File: src/rtl/enemy_path_gen_pkg.sv
`timescale 1ns/1ps
`default_nettype none
// ============================================================================
// Module      : enemy_path_gen_pkg
// Description : Shared types, constants and helpers for the multi-enemy
//               formation path generator.
// Revision    : 1.0 - initial release
// ============================================================================
package enemy_path_gen_pkg;

  // Width of the level input port.
  localparam int unsigned LEVEL_W = 4;

  // Offset between the x and y images of the built-in path ROM.
  localparam int unsigned PATH_Y_BIAS = 1000;

  // Scan sequencer states.
  typedef enum logic [1:0] {
    ST_IDLE   = 2'd0,
    ST_SCAN   = 2'd1,
    ST_DRAIN  = 2'd2,
    ST_COMMIT = 2'd3
  } scan_state_t;

  // Map a raw level request onto 1..max_level (0 behaves as level 1).
  function automatic logic [LEVEL_W-1:0] clamp_level(input logic [LEVEL_W-1:0] lvl,
                                                      input int unsigned max_level);
    logic [LEVEL_W-1:0] r;
    if (lvl == '0) begin
      r = LEVEL_W'(1);
    end else if (32'(lvl) > max_level) begin
      r = LEVEL_W'(max_level);
    end else begin
      r = lvl;
    end
    return r;
  endfunction

endpackage
`default_nettype wire

File: src/rtl/enemy_path_gen_rom.sv
`timescale 1ns/1ps
`default_nettype none
// ============================================================================
// Module      : enemy_path_gen_rom
// Description : Synchronous-read path ROM holding the x and y images for all
//               level segments. One-cycle read latency. The built-in image
//               places entry a at x=a, y=a+PATH_Y_BIAS; addresses beyond the
//               ROM depth read as zero.
// Revision    : 1.0 - initial release
// ============================================================================
module enemy_path_gen_rom
  import enemy_path_gen_pkg::*;
#(
  parameter int unsigned COORD_W = 11,
  parameter int unsigned ADDR_W  = 12,
  parameter int unsigned DEPTH   = 600
) (
  input  logic               pclk,
  input  logic [ADDR_W-1:0]  addr,
  output logic [COORD_W-1:0] x_data,
  output logic [COORD_W-1:0] y_data
);

  logic [COORD_W-1:0] x_d, x_q;
  logic [COORD_W-1:0] y_d, y_q;

  // Path image lookup for the requested address.
  always_comb begin
    x_d = '0;
    y_d = '0;
    if (32'(addr) < DEPTH) begin
      x_d = COORD_W'(addr);
      y_d = COORD_W'(32'(addr) + PATH_Y_BIAS);
    end
  end

  // Registered read port: data appears the cycle after the address.
  always_ff @(posedge pclk) begin
    x_q <= x_d;
    y_q <= y_d;
  end

  assign x_data = x_q;
  assign y_data = y_q;

endmodule
`default_nettype wire

File: src/rtl/enemy_path_gen.sv
`timescale 1ns/1ps
`default_nettype none
// ============================================================================
// Module      : enemy_path_gen
// Description : Multi-enemy formation path generator. A tick divider steps a
//               shared head index through the current level's ROM segment;
//               each enemy trails the head by a fixed phase offset. A scan
//               reads every channel into shadow registers, then all
//               coordinates are committed to the outputs in one cycle.
// Revision    : 1.0 - initial release
// ============================================================================
module enemy_path_gen
  import enemy_path_gen_pkg::*;
#(
  parameter int unsigned N_EN       = 8,
  parameter int unsigned COORD_W    = 11,
  parameter int unsigned ADDR_W     = 12,
  parameter int unsigned SEG_LEN    = 150,
  parameter int unsigned MAX_LEVEL  = 4,
  parameter int unsigned PHASE_STEP = 18,
  parameter int unsigned TICK_DIV   = 1000000
) (
  input  logic                      pclk,
  input  logic                      rst_n,
  input  logic [LEVEL_W-1:0]        level,
  input  logic                      freeze,
  input  logic [N_EN-1:0]           alive,
  output logic [N_EN*COORD_W-1:0]   x_flat,
  output logic [N_EN*COORD_W-1:0]   y_flat,
  output logic [N_EN-1:0]           en_valid,
  output logic                      frame_upd,
  output logic                      lap_done
);

  localparam int unsigned CH_W  = (N_EN > 1) ? $clog2(N_EN) : 1;
  localparam int unsigned CNT_W = (TICK_DIV > 1) ? $clog2(TICK_DIV) : 1;
  localparam int unsigned DEPTH = SEG_LEN * MAX_LEVEL;

  localparam logic [CNT_W-1:0]  CNT_LAST  = CNT_W'(TICK_DIV - 1);
  localparam logic [ADDR_W-1:0] SEG_LAST  = ADDR_W'(SEG_LEN - 1);
  localparam logic [ADDR_W-1:0] SEG_LEN_A = ADDR_W'(SEG_LEN);
  localparam logic [ADDR_W-1:0] STEP_A    = ADDR_W'(PHASE_STEP);
  localparam logic [CH_W-1:0]   CH_LAST   = CH_W'(N_EN - 1);

  typedef logic [N_EN-1:0][COORD_W-1:0] coord_vec_t;

  scan_state_t          state_q, state_d;
  logic [CH_W-1:0]      ch_q,    ch_d;
  logic [CNT_W-1:0]     cnt_q,   cnt_d;
  logic [ADDR_W-1:0]    head_q,  head_d;
  logic [LEVEL_W-1:0]   lvl_q,   lvl_d;
  logic                 req_q,   req_d;
  coord_vec_t           xs_q,    xs_d;
  coord_vec_t           ys_q,    ys_d;
  coord_vec_t           xo_q,    xo_d;
  coord_vec_t           yo_q,    yo_d;
  logic [N_EN-1:0]      en_q,    en_d;
  logic                 fu_q,    fu_d;
  logic                 lap_q,   lap_d;

  logic [LEVEL_W-1:0]   lvl_eff;
  logic                 lvl_chg;
  logic                 tick;
  logic [ADDR_W-1:0]    seg_base;
  logic [ADDR_W-1:0]    ring_sum;
  logic [ADDR_W-1:0]    ring_idx;
  logic [ADDR_W-1:0]    rom_addr;
  logic [COORD_W-1:0]   rom_x;
  logic [COORD_W-1:0]   rom_y;

  assign lvl_eff = clamp_level(level, MAX_LEVEL);
  assign lvl_chg = (lvl_eff != lvl_q);
  assign tick    = !freeze && (cnt_q == CNT_LAST);

  // ROM address for the channel being scanned: head plus phase offset,
  // folded back into the segment, then rebased onto the latched level.
  always_comb begin
    seg_base = SEG_LEN_A * ADDR_W'(lvl_q - LEVEL_W'(1));
    ring_sum = head_q + ADDR_W'(ch_q) * STEP_A;
    ring_idx = (ring_sum >= SEG_LEN_A) ? (ring_sum - SEG_LEN_A) : ring_sum;
    rom_addr = seg_base + ring_idx;
  end

  enemy_path_gen_rom #(
    .COORD_W (COORD_W),
    .ADDR_W  (ADDR_W),
    .DEPTH   (DEPTH)
  ) u_rom (
    .pclk   (pclk),
    .addr   (rom_addr),
    .x_data (rom_x),
    .y_data (rom_y)
  );

  // Next-state logic: divider, head, level latch, scan sequencer, shadow
  // capture and output commit. A level change overrides everything else.
  always_comb begin
    state_d = state_q;
    ch_d    = ch_q;
    cnt_d   = cnt_q;
    head_d  = head_q;
    lvl_d   = lvl_q;
    req_d   = req_q;
    xs_d    = xs_q;
    ys_d    = ys_q;
    xo_d    = xo_q;
    yo_d    = yo_q;
    en_d    = en_q;
    fu_d    = 1'b0;
    lap_d   = 1'b0;

    if (lvl_chg) begin
      lvl_d   = lvl_eff;
      head_d  = '0;
      cnt_d   = '0;
      req_d   = 1'b0;
      state_d = ST_SCAN;
      ch_d    = '0;
    end else begin
      if (!freeze) begin
        cnt_d = tick ? '0 : (cnt_q + CNT_W'(1));
      end
      if (tick) begin
        if (head_q == SEG_LAST) begin
          head_d = '0;
          lap_d  = 1'b1;
        end else begin
          head_d = head_q + ADDR_W'(1);
        end
      end
      // A tick that lands while a scan is busy is remembered, not lost.
      if (tick && (state_q != ST_IDLE)) begin
        req_d = 1'b1;
      end

      case (state_q)
        ST_IDLE: begin
          if (tick || req_q) begin
            state_d = ST_SCAN;
            ch_d    = '0;
            req_d   = 1'b0;
          end
        end
        ST_SCAN: begin
          // Data returning now belongs to the previous channel's address.
          if (ch_q != '0) begin
            xs_d[ch_q - CH_W'(1)] = rom_x;
            ys_d[ch_q - CH_W'(1)] = rom_y;
          end
          if (ch_q == CH_LAST) begin
            ch_d    = '0;
            state_d = ST_DRAIN;
          end else begin
            ch_d = ch_q + CH_W'(1);
          end
        end
        ST_DRAIN: begin
          xs_d[CH_LAST] = rom_x;
          ys_d[CH_LAST] = rom_y;
          state_d       = ST_COMMIT;
        end
        ST_COMMIT: begin
          // Dead channels keep their last coordinates; only the mask drops.
          for (int i = 0; i < int'(N_EN); i++) begin
            if (alive[i]) begin
              xo_d[i] = xs_q[i];
              yo_d[i] = ys_q[i];
            end
          end
          en_d    = alive;
          fu_d    = 1'b1;
          state_d = ST_IDLE;
        end
        default: state_d = ST_IDLE;
      endcase
    end
  end

  // State and output registers; reset leaves a scan pending.
  always_ff @(posedge pclk or negedge rst_n) begin
    if (!rst_n) begin
      state_q <= ST_IDLE;
      ch_q    <= '0;
      cnt_q   <= '0;
      head_q  <= '0;
      lvl_q   <= LEVEL_W'(1);
      req_q   <= 1'b1;
      xs_q    <= '0;
      ys_q    <= '0;
      xo_q    <= '0;
      yo_q    <= '0;
      en_q    <= '0;
      fu_q    <= 1'b0;
      lap_q   <= 1'b0;
    end else begin
      state_q <= state_d;
      ch_q    <= ch_d;
      cnt_q   <= cnt_d;
      head_q  <= head_d;
      lvl_q   <= lvl_d;
      req_q   <= req_d;
      xs_q    <= xs_d;
      ys_q    <= ys_d;
      xo_q    <= xo_d;
      yo_q    <= yo_d;
      en_q    <= en_d;
      fu_q    <= fu_d;
      lap_q   <= lap_d;
    end
  end

  assign x_flat    = xo_q;
  assign y_flat    = yo_q;
  assign en_valid  = en_q;
  assign frame_upd = fu_q;
  assign lap_done  = lap_q;

endmodule
`default_nettype wire

File: config.mk
export PLATFORM = sky130hd
export DESIGN_NAME = enemy_path_gen
export DESIGN_NICKNAME = d
export VERILOG_FILES = /design/src/rtl/enemy_path_gen_pkg.sv /design/src/rtl/enemy_path_gen_rom.sv /design/src/rtl/enemy_path_gen.sv
export SDC_FILE = /design/constraint.sdc
export NUM_CORES = 1
export LEC_CHECK = 0
export ABC_AREA = 1
export BUFFER_PORTS_ARGS = -buffer_cell sky130_fd_sc_hd__clkbuf_2
export CORE_MARGIN = 1
export CORE_UTILIZATION = 50
export DETAILED_ROUTE_END_ITERATION = 10
export GPL_ROUTABILITY_DRIVEN = 0
export HOLD_SLACK_MARGIN = 0.12
export PLACE_DENSITY = 0.74
export SETUP_SLACK_MARGIN = 0.15
export SLEW_MARGIN = 15
export SYNTH_ARGS = -nofsm -noshare
export SYNTH_HDL_FRONTEND = slang
export SYNTH_SLANG_ARGS = --single-unit
File: constraint.sdc
create_clock -name pclk -period 6.87 [get_ports pclk]
set_clock_uncertainty 0.15 [all_clocks]
set_input_delay 0.687 -clock pclk [delete_from_list [all_inputs] [get_ports pclk]]
set_output_delay 0.687 -clock pclk [all_outputs]
set_load 0.05 [all_outputs]
==> results.txt, run 1 <==
----------------------------------------------------
[Global route]
  Total Routing Usage GR ... 22.8%
  Number of global-route vias before repair ... 11.7k
  Global route overflow ... 0
  Initial antenna violation count ... 0
  Pin count of the biggest net entering global routing ... about 170
  Wire length of the first global-routing pass ... 60800 um

[Route]
  Remaining DRCs ... 0
  Total number of vias ... approximately 12k
  Routed length per placed instance ... 16.9 um
  First DRT Iteration DRCs ... roughly 770
  Detail Route Antenna Nets ... 0
  Number of vias per cell ... 5.23
  Wire length after detailed routing ... 38100 um
  Detailed Routing Iterations Pass 1 ... 5

[Synthesis]
  Summed instance area of the synthesized netlist ... 0.0166 mm^2
  Fraction of registers with async set or reset after synthesis ... ~95%
  Synthesis Warnings ... 0
  Mapped Cells ... around 1.6k
  Part of the Yosys area used for sequential elements ... 56.1%
  Fraction of post-synthesis cell area in the top cell type by area ... 53.5%
  EDFF count, synth ... 0
  Cell taking the most area after synthesis ... dfrtp_1
  Synthesized area divided by synthesized cell count ... approximately 10 um^2
  Count of state elements after synthesis ... between 300 and 400
  Leading cell types by total area after synthesis ... dfrtp_1, mux2_2, nand2_1
  Number of library cell types mapped by synthesis ... 54
  Leading register cell type out of synthesis ... dfrtp_1

[Layout]
  Final #Nets ... roughly 1.9k
  Proportion of layout cells with a drive suffix above 1 ... 25.1%
  Area used by multi-input combinational logic ... 0.00622 mm^2
  Fraction of the core area covered by cells at the end of the flow ... between 50% and 60%
  Sequential cell area ... a little over 0.009 mm^2
  Antenna Diode Count ... 0
  Layout overhead on the synthesized area ... 15.4%
  # fillers ... about 2.8k

[Critical path]
  Kind of critical path ... reg2reg
  Crit-path max FO ... 18
  Number of cells on the worst reg-to-reg path ... 26
  Nature of the critical path startpoint ... flop
  Delay of the slowest cell on the worst path ... between 0.5 and 0.6 ns
  Reg-to-reg critical path endpoint ... u_rom.y_data[4]$_SDFF_PP0_
  Crit-path slowest cell ... dfstp_2
  Data arrival, critical path ... 6.09 ns
  CP endpoint kind ... flop
  Crit Reg-Reg Startpoint ... lvl_q[0]$_DFFE_PN1N_
  Worst setup path startpoint ... lvl_q[0]$_DFFE_PN1N_
  Flop-to-flop setup slack ... 1.07 ns
  Data required time of the worst path ... a little over 7 ns

[Clock tree]
  Clock slew at reported path FFs ... roughly 0.06 ns
  Clock buffers created by TritonCTS ... 40
  Number of sinks on the clock net ... between 300 and 400
  Number of setup buffers added after CTS ... 0
  Clock root cell ... clkbuf_16
  Worst skew pair latency ... approximately 0.52 ns
  CTS H-tree lvls ... 2
  Maximum count of clock buffers along a single path ... 3
  CTS tree ... done

[Power and ir drop]
  Peak supply drop ... 0.164 mV
  Power per Cell Area ... between 300 and 400 mW/mm^2
  Leak pwr ... 0.00985 uW

[Hold path]
  Hold path start ... level[2]
  Worst hold path endpoint ... lvl_q[2]$_DFFE_PN0N_
  Type of the most critical hold path ... in2reg
  Hold path cells ... 3

[Timing]
  RSZ-0062 raised after global routing ... no
  Relative slew slack ... around 27%
  Summed negative setup slack over all endpoints ... 0 ns
  Worst Max-Slew Pin Slew ... ~1.1 ns
  Maximum clock frequency ... approximately 0.17 GHz
  Final Cycle Share ... 84.4%
  Number of setup violations in the final report ... 0
  Crit path time final ... 5.80 ns
  Final worst slack ... around 1.1 ns
  Pins over their slew limit ... 0
  Number of failing hold endpoints at the final stage ... 0

[Die]
  Core Rows ... 66
  Initial Util ... between 50% and 60%
  Core outline area ... approximately 0.033 mm^2
  I/O pin total ... about 200
  Total Die Area ... ~0.034 mm^2
  Overall die height ... 184 um
  Die X-Extent ... roughly 180 um

[Flow run]
  Count of maximum capacitance violations ... 0

[Placement]
  Number of buffers added on ports ... 200
  Pre-CTS WS ... approximately 1.1 ns
  Sum of net half-perimeters after detailed placement ... ~26000 um

[Status]
  Status ... finished clean

----------------------------------------------------
[cell families (layout without fill, tap and decap cells)]
family          after synthesis  count (layout)  share of synthesized area [%]
simple gates                502             502                           13.2
flops                       375             375                           56.1
compound gates              262             262                           8.31
buf+inv                     242             440                           6.49
mux                         133             133                           9.04
fa+ha+maj                    58              58                           4.70
xor+xnor                     40              40                           2.16
other cells                   1               2                         0.0226
[power breakdown]
group / leakage [uW] / switching [uW] / internal (uW) / total [uW]
Sequential: 0.00504 / 108 / 2400 / 2510
Combinational: 0.00414 / 972 / 343 / 1310
Clock: 0.000670 / 867 / 1320 / 2180
[critical path: cells and delay by family (launching register included)]
| kind | cells | cell delay (ns) |
|---|---|---|
| buf+inv | 6 | 0.55 |
| simple gates | 9 | 1.51 |
| flops | 1 | 0.56 |
| fa+ha+maj | 7 | 2.37 |
| compound gates | 3 | 0.40 |
| xor+xnor | 1 | 0.16 |
[per-layer routing]
| layer | part of all wire [%] | global-route usage (%) | vias to the layer above |
|---|---|---|---|
| li1 | - | - | 5617 |
| met1 | 44 | 30.3 | 5801 |
| met2 | 49 | 38.9 | 320 |
| met3 | 5.1 | 3.29 | 55 |
| met4 | 2.1 | 6.77 | 0 |
| met5 | 0 | 0 | - |
[through the flow]
step,power (uW),hold slack [ns],cells,instance area (um^2)
3_5_place_dp,3860,0.319,2182,17700
4_1_cts,6050,0.251,2254,19100
5_1_grt,6290,0.268,2254,19100
3_3_place_gp,3820,0.312,2182,17700
6_report,6000,0.270,2254,19100
2_1_floorplan,3490,0.241,1614,16600
[cells in the final DEF (no fill, tap or decap), types with 12 or more instances in the layout]
cell type    n
dfrtp_1    354
nand2_1    305
clkbuf_2   199
o21ai_0    188
inv_1      156
mux2_2     133
nand3_1     76
ha_1        51
nor2_1      48
clkbuf_16   40
a21oi_1     36
xnor2_1     20
xor2_1      19
dfxtp_1     19
nor3_1      16
nor2_2      15
nand4_1     13
o21ai_1     13
clkbuf_8    12
[Yosys cell counts (2+ instances only)]
cell type    n
dfrtp_1    354
nand2_1    307
o21ai_0    188
inv_1      156
mux2_2     133
nand3_1     76
ha_1        51
nor2_1      48
a21oi_1     36
buf_2       35
buf_4       26
xnor2_1     20
dfxtp_1     19
xor2_1      19
clkbuf_1    18
nor3_1      16
nor2_2      15
nand4_1     13
o21ai_1     13
nand2_2      8
fa_1         7
a31oi_1      5
a22oi_1      3
inv_2        3
nor2_4       3
o31ai_1      3
a2bb2oi_1    2
buf_6        2
dfstp_2      2
nand3b_1     2
nor3b_1      2
nor4_1       2
o21a_1       2
o21bai_1     2
o22ai_1      2
or2_2        2
[state kept, by name, summed over array words and instances (netlist names), 2 cells and up]
signal	cells
ch_q	3
u_rom.y_data	8
head_q	12
u_rom.x_data	11
x_flat	88
state_q	2
cnt_q	20
y_flat	64
en_valid	8
ys_q	64
lvl_q	4
xs_q	88
[how the worst max path moves through the flow]
stage	to	cells after the start
4_1_cts	u_rom.y_data[9]$_SDFF_PP0_	26
2_1_floorplan	u_rom.x_data[7]$_SDFF_PP0_	27
5_1_grt	u_rom.y_data[4]$_SDFF_PP0_	26
3_3_place_gp	u_rom.y_data[10]$_SDFF_PP0_	26
6_report	u_rom.y_data[4]$_SDFF_PP0_	26
3_5_place_dp	u_rom.y_data[9]$_SDFF_PP0_	26
[final cells by class]
cell class	count	share of cell area, %
Sequential cell	375	48.6
Clock buffer	56	6.18
Clock inverter	15	0.910
Timing Repair Buffer	210	5.76
Inverter	159	3.12
Tap cell	442	2.89
Multi-Input combinational cell	997	32.5
[repair_timing]
item                      4_1_cts  5_1_grt
hold endpoints to repair       27        0
hold buffers                    1        0
resized for setup               0        0
Power figures use the tool's default switching activity.
==> inputs of run 2 (changes only) <==
- clock period: 6.87 -> 5.35 ns (I/O delays scaled with it)
==> results.txt, run 2 (synthesis gave the netlist of run 1 again) <==
----------------------------------------------------
[Status]
  Status ... finished clean

[Die]
  Total Die Area ... 0.0339 mm^2 (unchanged)
  Initial Util ... 50.9% (unchanged)
  Core Rows ... 66 (unchanged)
  Overall die height ... 184 um (unchanged)
  Core outline area ... 0.0325 mm^2 (unchanged)
  I/O pin total ... 201 (unchanged)
  Die X-Extent ... 184 um (unchanged)

[Layout]
  Layout overhead on the synthesized area ... 17.2%
  Antenna Diode Count ... 0 (unchanged)
  Sequential cell area ... 0.00929 mm^2 (about the same)
  Final design instance area without fill ... 0.0194 mm^2 (+1.6%)
  Leading cell type in the layout, fill and taps excluded ... dfrtp_1
  Area used by multi-input combinational logic ... 0.00638 mm^2 (+2.7%)
  # fillers ... 2777 (+0.84%)
  Proportion of layout cells with a drive suffix above 1 ... 26.9% (+1.9 points)
  Fraction of the core area covered by cells at the end of the flow ... 59.7% (+0.96 points)
  Final #Nets ... 1873 (+0.92%)
  Leading cell types in the layout, fill and taps excluded ... dfrtp_1, nand2_1, clkbuf_2

[Power and ir drop]
  Leak pwr ... 0.00997 uW (+1.2%)
  Power per Cell Area ... 410 mW/mm^2 (+31%)
  PnR Total Power ... 7970 uW (+33%)
  Peak supply drop ... 0.245 mV (+50%)

[Route]
  Routed length per placed instance ... 17.4 um (+3.0%)
  Detail Route Antenna Nets ... 0 (unchanged)
  Remaining DRCs ... 0 (unchanged)
  Detailed Routing Iterations Pass 1 ... 5 (unchanged)
  Wire length after detailed routing ... 39500 um (+3.8%)
  First DRT Iteration DRCs ... 756 (-1.4%)
  Total number of vias ... 11.9k (+0.98%)
  Number of vias per cell ... 5.25 (+0.27%)

[Hold path]
  Hold path cells ... 3 (unchanged)
  Type of the most critical hold path ... in2reg

[Critical path]
  Kind of critical path ... reg2reg
  Data arrival, critical path ... 5.22 ns (-0.87 ns)
  Nature of the critical path startpoint ... flop
  CP endpoint kind ... flop
  Data required time of the worst path ... 5.65 ns (-1.51 ns)
  Number of cells on the worst reg-to-reg path ... 26 (unchanged)
  Crit-path max FO ... 9 (-9)

[Placement]
  Sum of net half-perimeters after detailed placement ... 26900 um (+2.4%)
  Number of buffers added on ports ... 200 (unchanged)
  Total cell area at the placement stage ... 0.0178 mm^2 (+0.49%)

[Global route]
  Wire length of the first global-routing pass ... 61300 um (+0.72%)
  Initial antenna violation count ... 0 (unchanged)
  Pin count of the biggest net entering global routing ... 102 (-40%)
  Global route overflow ... 0 (unchanged)
  Total Routing Usage GR ... 23.2% (+0.34 points)
  Number of global-route vias before repair ... 11.6k (-0.57%)

[Clock tree]
  Clock slew at reported path FFs ... 0.06 ns (about the same)
  Worst skew pair latency ... 0.53 ns (about the same)
  Maximum count of clock buffers along a single path ... 3 (unchanged)
  Clock buffers created by TritonCTS ... 39 (-2.5%)
  Number of sinks on the clock net ... 375 (unchanged)
  CTS H-tree lvls ... 2 (unchanged)
  Clock root cell ... clkbuf_16
  CTS tree ... done

[Timing]
  Final Cycle Share ... 91.9% (+7.5 points)
  Worst slack on hold paths ... 0.137 ns (-0.133 ns)
  Pins over their slew limit ... 0 (unchanged)
  Worst Max-Slew Pin Slew ... 0.971 ns (-0.118 ns)
  Relative slew slack ... 35.1% (+7.9 points)
  Number of failing hold endpoints at the final stage ... 0 (unchanged)
  Maximum clock frequency ... 0.203 GHz (+18%)
  Crit path time final ... 4.92 ns (-0.883 ns)
  RSZ-0062 raised after global routing ... no
  Number of setup violations in the final report ... 0 (unchanged)

[Flow run]
  Count of maximum capacitance violations ... 0 (unchanged)

----------------------------------------------------
run 2: cell count changes in the layout (fill, tap and decap cells not counted), sizes merged:
cell / delta
clkbuf: -6
clkinv: +2
buf: +16
dlygate4sd3: +2
clkinvlp: -1
bufinv: +3
run 2: metrics by stage:
stage	worst slack, ns	std cells	setup TNS, ns
after floorplan	0.174	1614	0
after global placement	0.120	2193	0
after detailed placement	-0.00789	2193	-0.00789
after CTS	0.198	2268	0
after global routing	0.137	2270	0
final	0.432	2270	0
run 2: metal layers:
| layer | GRT usage (%) | vias to the layer above | part of all wire (%) |
|---|---|---|---|
| li1 | - | 5647 | - |
| met1 | 30.1 | 5854 | 43 |
| met2 | 39.7 | 333 | 49 |
| met3 | 3.05 | 75 | 4.9 |
| met4 | 8.50 | 0 | 3.0 |
| met5 | 0 | - | 0 |
run 2: power breakdown:
| part | total (uW) | leakage (uW) | switching (uW) | internal [uW] |
|---|---|---|---|---|
| clock network | 2830 | 0.000668 | 1110 | 1720 |
| registers | 3220 | 0.00504 | 137 | 3080 |
| logic | 1930 | 0.00427 | 1360 | 570 |
run 2: final timing paths:
check / from / endpoint / slack (ns)
setup / recovery: lvl_q[0]$_DFFE_PN1N_ / u_rom.x_data[0]$_SDFF_PP0_ / 0.43
hold / removal: level[0] / lvl_q[0]$_DFFE_PN1N_ / 0.14
setup reg to reg: lvl_q[0]$_DFFE_PN1N_ / u_rom.x_data[0]$_SDFF_PP0_ / 0.43
hold reg to reg: u_rom.x_data[10]$_SDFF_PP0_ / xs_q[87]$_DFFE_PN0P_ / 0.33
max in group asynchronous: rst_n / y_flat[8]$_DFFE_PN0P_ / 3.40
min in group asynchronous: rst_n / y_flat[36]$_DFFE_PN0P_ / 0.42
run 2: layout make-up:
type | instances | area share [%]
Clock buffer | 50 | 5.54
Clock inverter | 19 | 1.39
Inverter | 159 | 3.07
Multi-Input combinational cell | 997 | 32.9
Sequential cell | 375 | 47.8
Tap cell | 442 | 2.85
Timing Repair Buffer | 228 | 6.45
run 2: critical path: stages (launching register included):
cell	delay (ns)
dfstp_2	0.56
inv_2	0.10
nand3_2	0.12
xor2_2	0.22
ha_4	0.25
ha_1	0.28
ha_1	0.27
inv_1	0.05
fa_1	0.49
inv_1	0.06
ha_4	0.28
inv_1	0.05
o21bai_2	0.17
xor2_1	0.16
inv_1	0.09
ha_4	0.27
nand2_1	0.09
nor2_1	0.06
a211oi_2	0.14
nand2_1	0.08
or2_2	0.27
nand2_1	0.08
a21oi_1	0.05
nor2_2	0.13
nand3_4	0.12
buf_12	0.16
nor2_2	0.11
run 2: what timing repair did:
| item | CTS | global route |
|---|---|---|
| pin swaps | 3 | 9 |
| setup buffers | 3 | 2 |
| setup endpoints to repair | 18 | 18 |
| hold buffers | 3 | 0 |
| hold endpoints to repair | 91 | 0 |
| resized for setup | 4 | 21 |
